--- src/rtl/sme_driver.sv ---
`default_nettype none
// +----------------------------------------------------------------------------+
// | sme_driver: buffers one string and one pattern from a host, streams them   |
// | to the matching engine and holds the captured result.       Rev 1.0        |
// +----------------------------------------------------------------------------+
module sme_driver #(
  parameter int STR_MAX = 32,
  parameter int PAT_MAX = 8,
  parameter int TIMEOUT = 1023
) (
  input  logic       clk,
  input  logic       reset,
  input  logic       wr_en,
  input  logic       wr_sel,
  input  logic [7:0] wr_data,
  input  logic       start,
  output logic       busy,
  output logic       done,
  output logic       res_match,
  output logic [5:0] res_index,
  output logic       res_timeout,
  output logic       overflow,
  output logic [7:0] chardata,
  output logic       isstring,
  output logic       ispattern,
  input  logic       valid,
  input  logic       match,
  input  logic [5:0] match_index
);

  localparam int STR_LEN_W = $clog2(STR_MAX + 1);
  localparam int PAT_LEN_W = $clog2(PAT_MAX + 1);
  localparam int STR_AW    = $clog2(STR_MAX);
  localparam int PAT_AW    = $clog2(PAT_MAX);
  localparam int IDX_W     = (STR_LEN_W > PAT_LEN_W) ? STR_LEN_W : PAT_LEN_W;
  localparam int CNT_W     = $clog2(TIMEOUT + 1);

  localparam logic [STR_LEN_W-1:0] C_STR_FULL = STR_LEN_W'(STR_MAX);
  localparam logic [PAT_LEN_W-1:0] C_PAT_FULL = PAT_LEN_W'(PAT_MAX);
  localparam logic [CNT_W-1:0]     C_TIMEOUT  = CNT_W'(TIMEOUT);

  typedef enum logic [2:0] {
    S_IDLE     = 3'd0,
    S_SEND_STR = 3'd1,
    S_SEND_PAT = 3'd2,
    S_WAIT     = 3'd3,
    S_DONE     = 3'd4
  } state_t;

  state_t                 r_state, w_state_nxt;
  logic [7:0]             r_str_mem [STR_MAX];
  logic [7:0]             r_pat_mem [PAT_MAX];
  logic [STR_LEN_W-1:0]   r_str_len, w_str_len_nxt;
  logic [PAT_LEN_W-1:0]   r_pat_len, w_pat_len_nxt;
  logic [IDX_W-1:0]       r_idx, w_idx_nxt, w_idx_inc;
  logic [CNT_W-1:0]       r_cnt, w_cnt_nxt;
  logic                   w_str_wr, w_pat_wr;
  logic [7:0]             w_chardata_nxt;
  logic                   w_isstring_nxt, w_ispattern_nxt, w_done_nxt;
  logic                   w_res_match_nxt, w_res_timeout_nxt, w_overflow_nxt;
  logic [5:0]             w_res_index_nxt;

  // Next-state and next-output decode; every output is registered from these.
  always_comb begin
    w_state_nxt       = r_state;
    w_str_len_nxt     = r_str_len;
    w_pat_len_nxt     = r_pat_len;
    w_idx_inc         = r_idx + 1'b1;
    w_idx_nxt         = r_idx;
    w_cnt_nxt         = r_cnt;
    w_str_wr          = 1'b0;
    w_pat_wr          = 1'b0;
    w_chardata_nxt    = 8'd0;
    w_isstring_nxt    = 1'b0;
    w_ispattern_nxt   = 1'b0;
    w_done_nxt        = 1'b0;
    w_res_match_nxt   = res_match;
    w_res_index_nxt   = res_index;
    w_res_timeout_nxt = res_timeout;
    w_overflow_nxt    = overflow;

    case (r_state)
      S_IDLE: begin
        if (start && (r_pat_len != '0)) begin
          w_res_match_nxt   = 1'b0;
          w_res_index_nxt   = 6'd0;
          w_res_timeout_nxt = 1'b0;
          w_overflow_nxt    = 1'b0;
          w_idx_nxt         = '0;
          if (r_str_len != '0) begin
            w_state_nxt    = S_SEND_STR;
            w_chardata_nxt = r_str_mem[0];
            w_isstring_nxt = 1'b1;
          end else begin
            // Pattern-only job: the engine keeps its previous string.
            w_state_nxt     = S_SEND_PAT;
            w_chardata_nxt  = r_pat_mem[0];
            w_ispattern_nxt = 1'b1;
          end
        end else if (wr_en) begin
          if (!wr_sel) begin
            if (r_str_len == C_STR_FULL) begin
              w_overflow_nxt = 1'b1;
            end else begin
              w_str_wr      = 1'b1;
              w_str_len_nxt = r_str_len + 1'b1;
            end
          end else begin
            if (r_pat_len == C_PAT_FULL) begin
              w_overflow_nxt = 1'b1;
            end else begin
              w_pat_wr      = 1'b1;
              w_pat_len_nxt = r_pat_len + 1'b1;
            end
          end
        end
      end

      S_SEND_STR: begin
        if (w_idx_inc == IDX_W'(r_str_len)) begin
          w_state_nxt     = S_SEND_PAT;
          w_idx_nxt       = '0;
          w_chardata_nxt  = r_pat_mem[0];
          w_ispattern_nxt = 1'b1;
        end else begin
          w_idx_nxt      = w_idx_inc;
          w_chardata_nxt = r_str_mem[w_idx_inc[STR_AW-1:0]];
          w_isstring_nxt = 1'b1;
        end
      end

      S_SEND_PAT: begin
        if (w_idx_inc == IDX_W'(r_pat_len)) begin
          w_state_nxt = S_WAIT;
          w_cnt_nxt   = '0;
        end else begin
          w_idx_nxt       = w_idx_inc;
          w_chardata_nxt  = r_pat_mem[w_idx_inc[PAT_AW-1:0]];
          w_ispattern_nxt = 1'b1;
        end
      end

      S_WAIT: begin
        // A valid arriving on the final count still wins over the timeout.
        if (valid) begin
          w_state_nxt       = S_DONE;
          w_done_nxt        = 1'b1;
          w_res_match_nxt   = match;
          w_res_index_nxt   = match_index;
          w_res_timeout_nxt = 1'b0;
        end else if (r_cnt == C_TIMEOUT) begin
          w_state_nxt       = S_DONE;
          w_done_nxt        = 1'b1;
          w_res_match_nxt   = 1'b0;
          w_res_index_nxt   = 6'd0;
          w_res_timeout_nxt = 1'b1;
        end else begin
          w_cnt_nxt = r_cnt + 1'b1;
        end
      end

      S_DONE: begin
        w_state_nxt   = S_IDLE;
        w_str_len_nxt = '0;
        w_pat_len_nxt = '0;
      end

      default: begin
        w_state_nxt = S_IDLE;
      end
    endcase
  end

  always_ff @(posedge clk) begin
    if (!reset) begin
      r_state     <= S_IDLE;
      r_str_len   <= '0;
      r_pat_len   <= '0;
      r_idx       <= '0;
      r_cnt       <= '0;
      busy        <= 1'b0;
      done        <= 1'b0;
      res_match   <= 1'b0;
      res_index   <= 6'd0;
      res_timeout <= 1'b0;
      overflow    <= 1'b0;
      chardata    <= 8'd0;
      isstring    <= 1'b0;
      ispattern   <= 1'b0;
    end else begin
      r_state     <= w_state_nxt;
      r_str_len   <= w_str_len_nxt;
      r_pat_len   <= w_pat_len_nxt;
      r_idx       <= w_idx_nxt;
      r_cnt       <= w_cnt_nxt;
      busy        <= (w_state_nxt != S_IDLE);
      done        <= w_done_nxt;
      res_match   <= w_res_match_nxt;
      res_index   <= w_res_index_nxt;
      res_timeout <= w_res_timeout_nxt;
      overflow    <= w_overflow_nxt;
      chardata    <= w_chardata_nxt;
      isstring    <= w_isstring_nxt;
      ispattern   <= w_ispattern_nxt;
    end
  end

  // Buffer storage survives reset; only the lengths are cleared.
  always_ff @(posedge clk) begin
    if (reset && w_str_wr) begin
      r_str_mem[r_str_len[STR_AW-1:0]] <= wr_data;
    end
    if (reset && w_pat_wr) begin
      r_pat_mem[r_pat_len[PAT_AW-1:0]] <= wr_data;
    end
  end

endmodule
`default_nettype wire

--- config.mk ---
export PLATFORM = sky130hd
export DESIGN_NAME = sme_driver
export DESIGN_NICKNAME = d
export VERILOG_FILES = /design/src/rtl/sme_driver.sv
export SDC_FILE = /design/constraint.sdc
export NUM_CORES = 1
export LEC_CHECK = 0
export BUFFER_PORTS_ARGS = -buffer_cell sky130_fd_sc_hd__buf_2
export CAP_MARGIN = 10
export CORE_MARGIN = 1.5
export CORE_UTILIZATION = 45
export CTS_CLUSTER_SIZE = 25
export DETAILED_ROUTE_END_ITERATION = 12
export GPL_TIMING_DRIVEN = 0
export HOLD_SLACK_MARGIN = 0.06
export PLACE_DENSITY_LB_ADDON = 0.1
export SYNTH_ARGS = -nofsm -noshare
export SYNTH_HDL_FRONTEND = slang
export SYNTH_SLANG_ARGS = --single-unit
--- constraint.sdc ---
create_clock -name clk -period 3.6 [get_ports clk]
set_input_delay 1.08 -clock clk [delete_from_list [all_inputs] [get_ports clk]]
set_output_delay 1.08 -clock clk [all_outputs]
set_load 0.01 [all_outputs]
==> results.json, run 1 <==
{
  "grt_max_degree": 41,
  "seq_area_frac_synth": 0.6876,
  "synth_warnings": 0,
  "nets": 1073,
  "synth-seq-cells": 370,
  "leakage_uw": 0.005651,
  "synth_cells": 959,
  "drt-vias-per-instance": 5.844,
  "grt_pass1_vias": 8791,
  "finalNonFillerCells": 1521,
  "cts_made_buffers": 40,
  "postCtsSetupBuffers": 0,
  "coreArea_um2": 33620,
  "grt_pass1_wl_um": 57400,
  "finalSetupViolations": 0,
  "path_cells": "clkbuf_1 > inv_1 > ha_1 > or3b_1 > nand2_1 > nand4_1 > nor2_2 > nand2_1 > nor2_2",
  "cap_violations": 0,
  "drive_above_1_share": 0.2423,
  "final-seq-area_um2": 10610,
  "min_period_ns": 3.599,
  "cts_tree": "built",
  "die_w_um": 188.2,
  "post-route-period-util": 0.9998,
  "die_h_um": 188.2,
  "hold_buffers": 0,
  "crit_buf_inv": 2,
  "ys_types": 69,
  "cp-start-kind": "flip-flop",
  "max-slew-margin-rel": 0.1689,
  "hpwl_um": 25000,
  "ir_worst_vdd_mv": 0.3489,
  "rows": 67,
  "dpl_worst_slack_ns": -0.6473,
  "totalWireLength_um": 38910,
  "syn2layout_area_growth_pct": 13.39,
  "fin_tns_setup_ns": 0,
  "slew_violations": 0,
  "route.detailed.drc": 0,
  "n_antenna_cell": 0,
  "gp_congestion": 0.8260,
  "initial_core_util": 0.4590,
  "root_buffer": "clkbuf_16",
  "synth_edf_count": 320,
  "drt_pre_antenna_iters": 5,
  "hold_path.class": "flip-flop to flip-flop",
  "worstMarginPinSlew_ns": 1.237,
  "syn_nets": 988,
  "reg2reg_slack_ns": 0.0008,
  "path_clk_slew_ns": 0.06,
  "port_buffers": 41,
  "crit_type": "flip-flop to flip-flop",
  "fin_area_um2": 17500,
  "setup_ws_ns": 0.0008402,
  "avgSynthCellArea_um2": 16.09,
  "drtAntennaViolNets": 0,
  "via_count": 8888,
  "syn-cell-area_um2": 15430,
  "h-tree-depth": 2,
  "dieArea_um2": 35410,
  "crit_family": "simple AND/OR/NAND/NOR gates",
  "cts.sinks": 370,
  "crit_arrival_ns": 3.76,
  "ys.flop_type": "edfxtp_1",
  "max_freq_ghz": 0.2778,
  "nFillCells": 2828,
  "p_per_area_nw_per_um2": 583.2,
  "status": "completed",
  "drtIter0Drc": 810,
  "fin_skew_ns": 0.01322,
  "grt_usage": 0.2224,
  "finalHoldViolCount": 0,
  "rsz0062_at_grt": "yes",
  "antenna_found_initial": 1,
  "wl_per_cell_um": 25.58,
  "postSynth.asyncResetShare": 0,
  "placed_cells": 1450,
  "dpl_cell_area_um2": 16210,
  "multiInputGateArea_um2": 4547,
  "max-clock-path-buffers": 3,
  "fin_util": 0.5205,
  "clk_latency_ns": 0.52,
  "crit_path_max_fanout": 8,
  "ios": 42,
  "crit_path_end_kind": "flip-flop",
  "globalRouteOverflowTotal": 0,
  "cp_slowest_cell": "nor2_2",
  "critPathRequiredTime_ns": 3.76,
  "slowest_delay_ns": 0.63
}
logic make-up after synthesis:
logic type	after synthesis	synth area share
AO/OA/AOI/OAI	127	0.06374
XOR/XNOR	18	0.01111
adder cells (fa/ha/maj)	8	0.006487
buffers and inverters	71	0.02384
flip-flops	370	0.6876
multiplexers	83	0.1187
AND/OR/NAND/NOR	282	0.08847
stage by stage:
step	hold slack [ns]	total power, uW
floorplan	0.4484	5964
global placement	0.4531	6506
detailed placement	0.4542	6517
CTS	0.4618	10280
global route	0.4893	10530
finish	0.4586	10200
power by group:
| part | internal (uW) | total (uW) | switching, uW |
|---|---|---|---|
| Clock | 2170 | 3790 | 1620 |
| Combinational | 726 | 1680 | 952 |
| Sequential | 4700 | 4730 | 27.2 |
| Total | 7600 | 10200 | 2600 |
cell usage after synthesis (all sizes together) (3+ instances only):
library cell / instances / area (um^2)
a2111o: 6 / 67.56
dfxtp: 50 / 1001
nor2: 100 / 377.9
nor4: 9 / 56.30
a31oi: 4 / 25.02
mux2i: 3 / 30.03
or3: 3 / 18.77
a22o: 9 / 78.83
and3: 6 / 37.54
a41oi: 3 / 26.28
nand2: 67 / 254.0
inv: 17 / 63.81
nand3b: 4 / 30.03
nand4: 9 / 56.30
and4: 4 / 37.54
a211oi: 10 / 80.07
clkbuf: 22 / 82.58
nand2b: 7 / 43.79
a211o: 8 / 70.07
or3b: 4 / 35.04
o211ai: 9 / 67.56
and2: 11 / 68.82
buf: 32 / 221.5
a22oi: 8 / 60.06
xor2: 6 / 52.55
nand3: 24 / 130.1
or2: 4 / 25.02
o21ai: 10 / 50.04
edfxtp: 320 / 9609
o22ai: 11 / 68.82
a21oi: 25 / 132.6
o2111ai: 5 / 43.79
nor2b: 12 / 75.07
ha: 8 / 100.1
xnor2: 11 / 96.34
nor3: 9 / 45.04
mux4: 80 / 1802
routing by layer:
| layer | up-vias | wire (um) | global-route usage |
|---|---|---|---|
| met5 | - | 0 | 0 |
| met2 | 284 | 18540 | 0.3591 |
| met3 | 56 | 2268 | 0.03576 |
| li1 | 3956 | - | - |
| met4 | 0 | 755 | 0.05631 |
| met1 | 4592 | 17350 | 0.3169 |
flip-flops by register name (all words and copies together), names as in the netlist:
| register | cells |
|---|---|
| busy | 1 |
| chardata | 8 |
| done | 1 |
| ispattern | 1 |
| isstring | 1 |
| overflow | 1 |
| r_cnt | 10 |
| r_idx | 6 |
| r_pat_len | 4 |
| r_pat_mem | 64 |
| r_state | 3 |
| r_str_len | 6 |
| r_str_mem | 256 |
| res_index | 6 |
| res_match | 1 |
| res_timeout | 1 |
worst reg2reg max path: cells and delay by family, from the launching register on:
family / cells / cell delay (ns)
fa+ha+maj: 1 / 0.18
buf+inv: 2 / 0.33
flops: 1 / 0.31
simple gates: 6 / 2.41
worst paths after layout:
kind | start | end | cells past startpoint
max | r_pat_len[1]$_SDFFE_PN0P_ | r_str_mem[21][2]$_DFFE_PP_ | 9
min | res_timeout$_SDFFE_PN0P_ | res_timeout$_SDFFE_PN0P_ | 2
max reg2reg | r_pat_len[1]$_SDFFE_PN0P_ | r_str_mem[21][2]$_DFFE_PP_ | 9
min reg2reg | res_timeout$_SDFFE_PN0P_ | res_timeout$_SDFFE_PN0P_ | 2
repair_timing:
action / in CTS / in global routing
endpoints found under the hold margin: 0 / 0
resized for setup: 18 / 16
endpoints found under the setup margin: 144 / 256
pin swaps: 0 / 0
area by class of cell:
class                           instances  area share
Sequential cell                       370      0.6065
Multi-Input combinational cell        518      0.2599
Clock buffer                           50     0.06115
Tap cell                              448     0.03204
Buffer                                 54     0.01738
Timing Repair Buffer                   43     0.01230
Clock inverter                         21    0.007152
Inverter                               17    0.003647
cells in the final DEF, fill, tap and decap left out, drive strengths merged, types with 10 or more instances in the layout:
| cell | synthesis | routed |
|---|---|---|
| xnor2 | 11 | 11 |
| clkinv | 0 | 17 |
| o22ai | 11 | 11 |
| nor2b | 12 | 12 |
| nor2 | 100 | 100 |
| buf | 32 | 75 |
| nand2 | 67 | 67 |
| inv | 17 | 17 |
| dfxtp | 50 | 50 |
| and2 | 11 | 11 |
| mux4 | 80 | 80 |
| o21ai | 10 | 10 |
| edfxtp | 320 | 320 |
| a211oi | 10 | 10 |
| clkbuf | 22 | 72 |
| a21oi | 25 | 25 |
| nand3 | 24 | 24 |
Power figures use the tool's default switching activity.
==> run 2: changes to the inputs <==
RECOVER_POWER = 25   (was not set)
==> results.json, run 2 (synthesis gave the netlist of run 1 again) <==
{
  "p_per_area_nw_per_um2": 583.4,
  "globalRouteOverflowTotal": 0,
  "setup_ws_ns": -0.01848,
  "ir_worst_vdd_mv": 0.3489,
  "clk_latency_ns": 0.53,
  "drt_pre_antenna_iters": 5,
  "coreArea_um2": 33620,
  "leakage_uw": 0.005643,
  "worstMarginPinSlew_ns": 1.982,
  "grt_pass1_wl_um": 57400,
  "hold_path.class": "flip-flop to flip-flop",
  "clkPwrFrac": 0.372,
  "cap_violations": 3,
  "postCtsSetupBuffers": 0,
  "totalWireLength_um": 38920,
  "crit_path_end_kind": "flip-flop",
  "via_count": 8882,
  "p_total_uw": 10210,
  "fin_skew_ns": 0.01329,
  "final-seq-area_um2": 10610,
  "wl_per_cell_um": 25.59,
  "post-route-period-util": 1.005,
  "root_buffer": "clkbuf_16",
  "nets": 1073,
  "final_cell_mix": "320 x edfxtp_1, 80 x mux4_2, 67 x nor2_1",
  "multiInputGateArea_um2": 4547,
  "crit_path_max_fanout": 8,
  "gp_congestion": 0.8260,
  "rows": 67,
  "drtIter0Drc": 810,
  "final_common_cell": "edfxtp_1",
  "finalHoldViolCount": 0,
  "rsz0062_at_grt": "yes",
  "hpwl_um": 25000,
  "crit_arrival_ns": 3.77,
  "max-slew-margin-rel": -0.3217,
  "dieArea_um2": 35410,
  "largest_register_ffs": 256,
  "cts_tree": "built",
  "die_w_um": 188.2,
  "die_h_um": 188.2,
  "max-clock-path-buffers": 3,
  "critPathRequiredTime_ns": 3.76,
  "ios": 42,
  "grt_usage": 0.2224,
  "status": "finished, violations left",
  "violations": "capacitance limit, slew limit, setup timing",
  "h-tree-depth": 2,
  "cts_made_buffers": 40,
  "slew_violations": 123,
  "nFillCells": 2827,
  "grt_max_degree": 41,
  "initial_core_util": 0.4590,
  "seqPwrFrac": 0.464,
  "hold_buffers": 0,
  "cp-start-kind": "flip-flop",
  "antenna_found_initial": 1,
  "min_period_ns": 3.618,
  "cts.sinks": 370,
  "grt_pass1_vias": 8791,
  "n_antenna_cell": 0,
  "finalSetupViolations": 39,
  "drive_above_1_share": 0.2395,
  "fin_area_um2": 17490,
  "crit_type": "flip-flop to flip-flop",
  "path_clk_slew_ns": 0.06,
  "dpl_cell_area_um2": 16210,
  "drt-vias-per-instance": 5.840,
  "comb_power_share": 0.164,
  "syn2layout_area_growth_pct": 13.36,
  "drtAntennaViolNets": 0,
  "port_buffers": 41,
  "max_freq_ghz": 0.2764,
  "switching_share": 0.2551,
  "intPower_uw": 7602,
  "power.switching_uw": 2603,
  "route.detailed.drc": 0
}
==> run 2: per-layer routing <==
| layer | GRT usage | share of wire | vias up |
|---|---|---|---|
| met5 | 0 | 0 | - |
| met4 | 0.05631 | 0.020 | 0 |
| met3 | 0.03576 | 0.060 | 57 |
| met2 | 0.3591 | 0.48 | 284 |
| met1 | 0.3169 | 0.44 | 4585 |
| li1 | - | - | 3956 |
==> run 2: power by group through the flow <==
stage               clock [uW]  combinational [uW]  sequential (uW)
CTS                       3850                1700             4730
floorplan                    0                1140             4820
global placement             0                1690             4820
detailed placement           0                1690             4820
global route              4000                1790             4740
finish                    3790                1680             4730
==> run 2: layout make-up <==
class                   instances  area share
plain buffers                  54     0.01738
clock buffers                  50     0.06116
inverters                      17    0.003648
well taps                     448     0.03205
clock inverters                21    0.007153
flip-flops and latches        370      0.6066
multi-input cells             518      0.2599
repair buffers                 43     0.01209
==> run 2: worst paths after layout <==
| check | start | end | slack, ns | cells after the start |
|---|---|---|---|---|
| setup / recovery | r_pat_len[1]$_SDFFE_PN0P_ | r_str_mem[21][2]$_DFFE_PP_ | -0.02 | 9 |
| hold / removal | res_timeout$_SDFFE_PN0P_ | res_timeout$_SDFFE_PN0P_ | 0.46 | 2 |
| setup reg to reg | r_pat_len[1]$_SDFFE_PN0P_ | r_str_mem[21][2]$_DFFE_PP_ | -0.02 | 9 |
| hold reg to reg | res_timeout$_SDFFE_PN0P_ | res_timeout$_SDFFE_PN0P_ | 0.46 | 2 |
==> run 2: metrics by stage <==
step | hold slack (ns) | instances | utilization | setup WS [ns] | TNS (ns)
after detailed placement | 0.4542 | 1450 | 0.4822 | -0.6473 | -148.47
after floorplan | 0.4484 | 959 | - | 0.6250 | 0
after CTS | 0.4618 | 1521 | 0.5191 | -0.1149 | -4.354
after global placement | 0.4531 | 1448 | 0.4818 | -0.7088 | -171.41
final | 0.4586 | 1521 | 0.5203 | -0.01848 | -0.4239
after global routing | 0.4893 | 1521 | 0.5203 | -0.2104 | -38.66
==> run 2: what timing repair did <==
action,CTS,global route
setup endpoints to repair,144,256
resized for setup,18,16
pin swaps,0,0
==> run 2: worst max-delay path, cell delays in order, from the launching register on <==
cell and delay [ns]:
dfxtp_1 0.31, clkbuf_1 0.21, inv_1 0.12, ha_1 0.19, or3b_1 0.41, nand2_1 0.17
nand4_1 0.32, nor2_2 0.35, nand2_1 0.55, nor2_2 0.63
==> run 3: changes to the inputs <==
TNS_END_PERCENT = 30   (was not set)
clock period = 4.4 ns   (was 3.6 ns; I/O delays follow)
==> results.json, run 3 (synthesis gave the netlist of run 1 again) <==
{
  "crit_path_max_fanout": 10,
  "dieArea_um2": 35410,
  "max-slew-margin-rel": -0.3485,
  "max-clock-path-buffers": 3,
  "root_buffer": "clkbuf_16",
  "status": "finished, violations left",
  "fin_skew_ns": 0.01530,
  "min_period_ns": 3.968,
  "path_clk_slew_ns": 0.05,
  "fin_area_um2": 17400,
  "ir_worst_vdd_mv": 0.2828,
  "grt_max_degree": 41,
  "die_h_um": 188.2,
  "rr_endpoint": "r_str_mem[14][2]$_DFFE_PP_",
  "holdPathStages": 2,
  "grt_pass1_vias": 8782,
  "worstHoldEndpoint": "res_timeout$_SDFFE_PN0P_",
  "drt-vias-per-instance": 5.802,
  "clk_latency_ns": 0.53,
  "fin_tns_setup_ns": 0,
  "hold_path.class": "flip-flop to flip-flop",
  "critPathRequiredTime_ns": 4.55,
  "grt_pass1_wl_um": 57350,
  "hpwl_um": 25000,
  "drive_above_1_share": 0.2078,
  "post-route-period-util": 0.9018,
  "cts.sinks": 370,
  "p_per_area_nw_per_um2": 479.4,
  "crit_arrival_ns": 4.12,
  "cts_resized": 0,
  "totalWireLength_um": 38820,
  "slew_violations": 205,
  "crit_path_end_kind": "flip-flop",
  "antenna_found_initial": 1,
  "leakage_uw": 0.005641,
  "drt_pre_antenna_iters": 5,
  "n_antenna_cell": 0,
  "nets": 1073,
  "final_common_cell": "edfxtp_1",
  "cts_tree": "built",
  "finalSetupViolations": 0,
  "reg2regPathDepth": 9,
  "hold_buffers": 0,
  "gp_congestion": 0.8260,
  "fin_util": 0.5176,
  "syn2layout_area_growth_pct": 12.76,
  "ios": 42,
  "drtAntennaViolNets": 0,
  "rows": 67,
  "finalHoldViolCount": 0,
  "crit_type": "primary input to flip-flop",
  "dpl_cell_area_um2": 16210,
  "drtIter0Drc": 807,
  "violations": "capacitance limit, slew limit",
  "h-tree-depth": 2,
  "rsz0062_at_grt": "no",
  "nFillCells": 2837,
  "wl_per_cell_um": 25.52,
  "die_w_um": 188.2,
  "coreArea_um2": 33620,
  "cts_made_buffers": 40,
  "min_from": "res_timeout$_SDFFE_PN0P_",
  "finalNonFillerCells": 1521,
  "via_count": 8825,
  "placed_cells": 1450,
  "worstMarginPinSlew_ns": 2.023,
  "cp-start-kind": "primary input",
  "grt_usage": 0.2222,
  "postCtsSetupBuffers": 0,
  "r2r_start": "r_pat_len[1]$_SDFFE_PN0P_",
  "reg2reg_slack_ns": 0.64,
  "final_cell_mix": "320 x edfxtp_1, 99 x nor2_1, 80 x mux4_2",
  "cap_violations": 5,
  "globalRouteOverflowTotal": 0,
  "max_freq_ghz": 0.2520,
  "port_buffers": 41,
  "largest_register_ffs": 256,
  "route.detailed.drc": 0,
  "initial_core_util": 0.4590
}
-- run 3: cell types whose count changed in the layout (fill, tap and decap cells not counted), sizes merged --
| cell | previous run | this run |
|---|---|---|
| buf | 72 | 70 |
| clkbuf | 75 | 77 |
-- run 3: power breakdown --
part	switching [uW]	internal (uW)	leakage, uW
Clock	1320	1780	0.000580
Combinational	776	593	0.00178
Sequential	22.4	3850	0.00328
-- run 3: cell type report --
cell class              instances  area (um^2)  area share
plain buffers                  54        304.0     0.01747
clock buffers                  50         1070     0.06148
clock inverters                21        125.1    0.007191
inverters                      17        63.81    0.003667
multi-input cells             518         4457      0.2561
flip-flops and latches        370        10610      0.6098
well taps                     448        560.5     0.03222
repair buffers                 43        209.0     0.01201
-- run 3: routing by layer --
layer  vias to the layer above  part of all wire  GRT usage
met5                         -                 0          0
met2                       269              0.47     0.3599
met4                         0             0.020    0.05631
met3                        57             0.060    0.03576
li1                       3959                 -          -
met1                      4540              0.45     0.3156
-- run 3: worst max-delay path: stages --
cell	delay, ns
buf_2	0.08
clkbuf_1	0.41
nand2b_1	0.27
clkbuf_1	0.35
nor2_2	0.34
nand2_1	0.45
nor2_1	0.87
-- run 3: stage by stage --
step	worst slack (ns)	hold slack [ns]	total power (uW)
5_1_grt	0.1870	0.4893	8615
3_3_place_gp	-0.1488	0.4531	5323
2_1_floorplan	1.185	0.4484	4880
6_report	0.4321	0.4575	8340
4_1_cts	0.4633	0.4618	8411
3_5_place_dp	-0.08727	0.4542	5332
-- run 3: worst max-delay path by stage --
stage	startpoint	end	depth (start not counted)	slack, ns
4_1_cts	reset	r_str_mem[10][4]$_DFFE_PP_	7	0.46
5_1_grt	reset	r_str_mem[13][2]$_DFFE_PP_	7	0.19
3_5_place_dp	reset	r_str_mem[10][6]$_DFFE_PP_	7	-0.09
2_1_floorplan	reset	r_pat_mem[1][0]$_DFFE_PP_	6	1.18
6_report	reset	r_str_mem[14][2]$_DFFE_PP_	7	0.43
3_3_place_gp	reset	r_str_mem[10][2]$_DFFE_PP_	7	-0.15
